**config.mk**
```make
export PLATFORM = sky130hd
export DESIGN_NAME = mac_ofm_writer
export DESIGN_NICKNAME = d
export VERILOG_FILES = /design/src/rtl/mac_ofm_writer.sv
export SDC_FILE = /design/constraint.sdc
export NUM_CORES = 1
export LEC_CHECK = 0
export BUFFER_PORTS_ARGS = -buffer_cell sky130_fd_sc_hd__buf_2
export CORE_MARGIN = 2
export CORE_UTILIZATION = 50
export CTS_BUF_LIST = sky130_fd_sc_hd__clkbuf_4 sky130_fd_sc_hd__clkbuf_8
export CTS_CLUSTER_SIZE = 16
export DETAILED_ROUTE_END_ITERATION = 8
export GPL_ROUTABILITY_DRIVEN = 0
export GPL_TIMING_DRIVEN = 0
export PLACE_DENSITY = 0.83
export SYNTH_ARGS = -nofsm -noshare
export SYNTH_HDL_FRONTEND = slang
export SYNTH_SLANG_ARGS = --single-unit
```
**constraint.sdc**
```tcl
create_clock -name i_clk -period 9.8 [get_ports i_clk]
set_clock_uncertainty 0.05 [all_clocks]
set_input_delay 0.98 -clock i_clk [delete_from_list [all_inputs] [get_ports i_clk]]
set_output_delay 0.98 -clock i_clk [all_outputs]
set_load 0.05 [all_outputs]
```
**src/rtl/mac_ofm_writer.sv**
```systemverilog
// mac_ofm_writer: packs the fp32 result stream from the psum accumulator into LANES-wide write beats.
// Latency: 1 cycle from acceptance of the element that closes a beat to o_wr_valid.
// Backpressure: a closed beat holds its data, address and mask until i_wr_ready. o_ofm_ready is low while the beat waits.
//
// Ports:
//   i_clk, i_reset         clock, asynchronous active-high reset
//   i_start, i_base_addr   one-cycle job start and job base byte address (both sampled in IDLE only)
//   i_ofm_valid/o_ofm_ready/i_ofm_data   result element stream; .output_end flags the last element of the job
//   o_wr_valid/i_wr_ready  write beat handshake; o_wr_addr, o_wr_data and o_wr_mask form the beat
//   o_done                 one-cycle pulse after the final beat of a job is accepted
//   o_beat_count           beats accepted in the current or last job

package mac_ofm_pkg;
    typedef struct packed {
        logic        output_end;
        logic [31:0] data;
    } mac_lane_ofm_port;
endpackage

module mac_ofm_writer
    import mac_ofm_pkg::*;
#(
    parameter int LANES  = 4,
    parameter int ADDR_W = 32,
    parameter int CNT_W  = 16
) (
    input  logic                  i_clk,
    input  logic                  i_reset,
    input  logic                  i_start,
    input  logic [ADDR_W-1:0]     i_base_addr,
    output logic                  o_ofm_ready,
    input  logic                  i_ofm_valid,
    input  mac_lane_ofm_port      i_ofm_data,
    output logic                  o_wr_valid,
    input  logic                  i_wr_ready,
    output logic [ADDR_W-1:0]     o_wr_addr,
    output logic [32*LANES-1:0]   o_wr_data,
    output logic [LANES-1:0]      o_wr_mask,
    output logic                  o_done,
    output logic [CNT_W-1:0]      o_beat_count
);

    localparam int              LW         = (LANES > 1) ? $clog2(LANES) : 1;
    localparam int              BEAT_SHIFT = $clog2(LANES * 4);
    localparam logic [LW-1:0]   LAST_LANE  = LW'(LANES - 1);

    typedef enum logic [1:0] {
        S_IDLE,
        S_RUN,
        S_DRAIN
    } state_t;

    state_t                state_q, state_d;
    logic [ADDR_W-1:0]     base_q, base_d;
    logic [CNT_W-1:0]      cnt_q, cnt_d;
    logic [LW-1:0]         lane_q, lane_d;
    logic [32*LANES-1:0]   data_q, data_d;
    logic [LANES-1:0]      mask_q, mask_d;
    logic                  wr_vld_q, wr_vld_d;
    logic                  done_q, done_d;

    logic                  ofm_rdy;
    logic                  elem_acc;
    logic                  beat_acc;
    logic                  beat_close;

    // A closed beat only blocks new elements if memory is not taking it this
    // cycle; when it is, the incoming element starts the next beat with no bubble.
    assign ofm_rdy    = (state_q == S_RUN) && (!wr_vld_q || i_wr_ready);
    assign elem_acc   = i_ofm_valid && ofm_rdy;
    assign beat_acc   = wr_vld_q && i_wr_ready;
    assign beat_close = elem_acc && ((lane_q == LAST_LANE) || i_ofm_data.output_end);

    always_comb begin
        state_d  = state_q;
        base_d   = base_q;
        cnt_d    = cnt_q;
        lane_d   = lane_q;
        data_d   = data_q;
        mask_d   = mask_q;
        wr_vld_d = wr_vld_q;
        done_d   = 1'b0;

        case (state_q)
            S_IDLE: begin
                if (i_start) begin
                    base_d   = i_base_addr;
                    cnt_d    = '0;
                    lane_d   = '0;
                    data_d   = '0;
                    mask_d   = '0;
                    wr_vld_d = 1'b0;
                    state_d  = S_RUN;
                end
            end
            S_RUN: begin
                if (elem_acc && i_ofm_data.output_end) begin
                    state_d = S_DRAIN;
                end
            end
            S_DRAIN: begin
                // The output_end element always closes a beat, so the beat
                // waiting here is the last one of the job.
                if (beat_acc) begin
                    state_d = S_IDLE;
                    done_d  = 1'b1;
                end
            end
            default: state_d = S_IDLE;
        endcase

        // Retiring a beat clears the data and mask. Any element accepted in the
        // same cycle is then written into an empty beat at lane 0.
        if (beat_acc) begin
            cnt_d    = cnt_q + CNT_W'(1);
            wr_vld_d = 1'b0;
            data_d   = '0;
            mask_d   = '0;
        end

        if (elem_acc) begin
            for (int k = 0; k < LANES; k++) begin
                if (lane_q == LW'(k)) begin
                    data_d[32*k +: 32] = i_ofm_data.data;
                    mask_d[k]          = 1'b1;
                end
            end
            if (beat_close) begin
                wr_vld_d = 1'b1;
                lane_d   = '0;
            end else begin
                lane_d   = lane_q + LW'(1);
            end
        end
    end

    always_ff @(posedge i_clk or posedge i_reset) begin
        if (i_reset) begin
            state_q  <= S_IDLE;
            base_q   <= '0;
            cnt_q    <= '0;
            lane_q   <= '0;
            data_q   <= '0;
            mask_q   <= '0;
            wr_vld_q <= 1'b0;
            done_q   <= 1'b0;
        end else begin
            state_q  <= state_d;
            base_q   <= base_d;
            cnt_q    <= cnt_d;
            lane_q   <= lane_d;
            data_q   <= data_d;
            mask_q   <= mask_d;
            wr_vld_q <= wr_vld_d;
            done_q   <= done_d;
        end
    end

    // The address is derived from the beat count. The count only moves on
    // acceptance, so the address holds steady under backpressure and wraps
    // naturally at 2^ADDR_W.
    assign o_wr_addr    = base_q + (ADDR_W'(cnt_q) << BEAT_SHIFT);
    assign o_ofm_ready  = ofm_rdy;
    assign o_wr_valid   = wr_vld_q;
    assign o_wr_data    = data_q;
    assign o_wr_mask    = mask_q;
    assign o_done       = done_q;
    assign o_beat_count = cnt_q;

endmodule
```
==> flow_summary.toml <==
[synth]
synthSimpleGateAreaFrac = 0.185
synth.avg_cell_area_um2 = 9.42
ys_seq_area_frac = 0.530
synth_area_leaders = "dfrtp_1 (53%), nand2_1 (13%), o21ai_1 (6.2%)"
synthMuxAreaShare = 0.0500
synth-compound-area-share = 0.138
synth_top_family_by_area = "simple AND/OR/NAND/NOR gates"
ys_warn_count = 0
synth_top_area_frac = 0.530
synth_edf_count = 0
ys_types = 50
synth_xor_area_frac = 0.0200
dominantRegCellSynth = "dfrtp_1"
synth_adder_area_share = 0.0322
syn_inst = 932
ys_async_sr_fraction = 1.00
ys_ff_latch = 186
syn_area_um2 = 8780
yosysTopAreaCell = "dfrtp_1"
syn-num-nets = 1024

[global_route]
grt-busiest-layer = "met2"
grt_use_met1 = 0.351
antenna_found_initial = 2
grt_use_total = 0.271
use_met2 = 0.424
use_met3 = 0.0767
grt_pass1_vias = 7686
grt_pass1_wl_um = 39200
overflow = 0
grt_max_degree = 132

[drt]
wl_per_cell_um = 17.4
dr.pass1.iters = 5
drt-vias-per-instance = 5.52
vias = 7973
routed_wl_um = 25100
final_antenna_net_count = 0
drt_iter0_markers = 587
drc = 0

[sta]
drv_slew = 0
hold_viol = 0
tightest_slew_ns = 0.655
relSlewSlack = 0.563
setup_ws_ns = 5.49
final.min_clock_period_ns = 4.31
rsz0062_at_grt = "no"
min_period_over_period = 0.440
setup_viol = 0
tns_ns = 0
timing.fmax_mhz = 232
hold_slack_ns = 0.436

[run]
cap_violations = 0

[floorplan]
fp-row-count = 48
die_height_um = 136
initial_core_util = 0.509
fp.coreArea_um2 = 17200
io_pins = 253
fp.dieW_um = 136
die_area_um2 = 18600

[clock_network]
clock-sinks = 186
postCtsHoldBufs = 0
cts-resized-gates = 0
clk-insertion-delay-late_ns = 0.48
cts_buffer_depth = 2
cts_tree = "yes"
cts_setup_buffers = 0
h-tree-depth = 4
clkTransAtPathRegs_ns = 0.11
ctsRootBufferMaster = "clkbuf_8"
cts_buffers = 17

[power_and_ir_drop]
power_density_nw_per_um2 = 337
power_w = 0.00364
p_leak_nw = 5.53
irDropWorstVdd_mv = 0.261

[layout]
area_delta_synth_final_pct = 23.2
final_cell_mix = "nand2_1 (299), buf_2 (268), dfrtp_1 (186)"
final_common_cell = "nand2_1"
nets = 1296
drive_above_1_share = 0.302
fin_util = 0.627
nFillCells = 1448

[setup_path]
crit_path_max_fanout = 9
startpoint_type = "register"
cp-end-kind = "primary output"
required_ns = 8.77
path_class = "register to primary output"
cp.arrival_ns = 3.28

[place]
place_ws_ns = 6.04
port_buffers = 252
dpl.hpwl_um = 18200

[worst_hold_path]
hp-class = "register to register"

[outcome]
outcome = "finished, final reports clean"
through the flow:
stage / std cells / instance area [um^2]
3_3_place_gp: 1409 / 10300
5_1_grt: 1444 / 10800
3_5_place_dp: 1410 / 10400
4_1_cts: 1442 / 10800
6_report: 1444 / 10800
2_1_floorplan: 932 / 8780
power breakdown:
part           total [W]  internal, W  switching (W)
Combinational    0.00193     0.000473        0.00145
Clock           0.000574     0.000267       0.000307
Sequential       0.00115     0.000997       0.000148
Total            0.00364      0.00174        0.00191
area by class of cell:
cell class              count  area (um^2)  share of cell area
multi-input cells         676         3730               0.345
well taps                 225          282              0.0260
inverters                   9         41.3             0.00382
diodes                      2         5.00            0.000463
plain buffers              61          363              0.0336
clock inverters            14          208              0.0192
flip-flops and latches    186         4650               0.431
repair buffers            253         1290               0.119
clock buffers              18          241              0.0223
critical path, cell delays in order (launching register included):
cell	delay, ns
dfrtp_1	0.47
ha_1	0.28
fa_1	0.42
a21o_1	0.20
a221o_1	0.40
a31oi_4	0.37
nor3_1	0.09
nor3_1	0.26
buf_2	0.31
flip-flops by register name (all words and copies together), names as in the netlist:
name / flops
o_wr_valid: 1
base_q: 32
lane_q: 2
state_q: 2
o_beat_count: 16
o_done: 1
o_wr_data: 128
o_wr_mask: 4
layer usage:
metal	vias up	part of all wire
met5	-	0
met4	0	0.036
met3	63	0.086
met1	3857	0.41
li1	3692	-
met2	361	0.47
path summary, 6_finish.rpt:
kind / from / endpoint / depth (start not counted) / slack (ns)
worst max-delay path: o_beat_count[0] / o_wr_addr[20] / 8 / 5.49
worst min-delay path: o_wr_mask[0] / o_wr_mask[0] / 1 / 0.44
worst max register to register: o_wr_valid / o_wr_data[104] / 7 / 7.66
worst min register to register: o_wr_mask[0] / o_wr_mask[0] / 1 / 0.44
max in group asynchronous: i_reset / base_q[27] / 3 / 8.29
min in group asynchronous: i_reset / o_wr_data[124] / 2 / 0.45
cell families after synthesis:
kind of cell,Yosys count
simple gates,382
fa+ha+maj,22
mux,40
flops,186
compound gates,212
buf+inv,70
xor+xnor,20
cells in the mapped netlist, drive strengths merged (10+ instances only):
cell type  instances
o21ai            151
mux2              31
ha                21
xor2              13
nor2              15
nand2            299
a21oi             20
dfrtp            186
buf               39
and2              10
nand3             15
clkbuf            22
No activity file was read; power rests on OpenSTA's default activity.
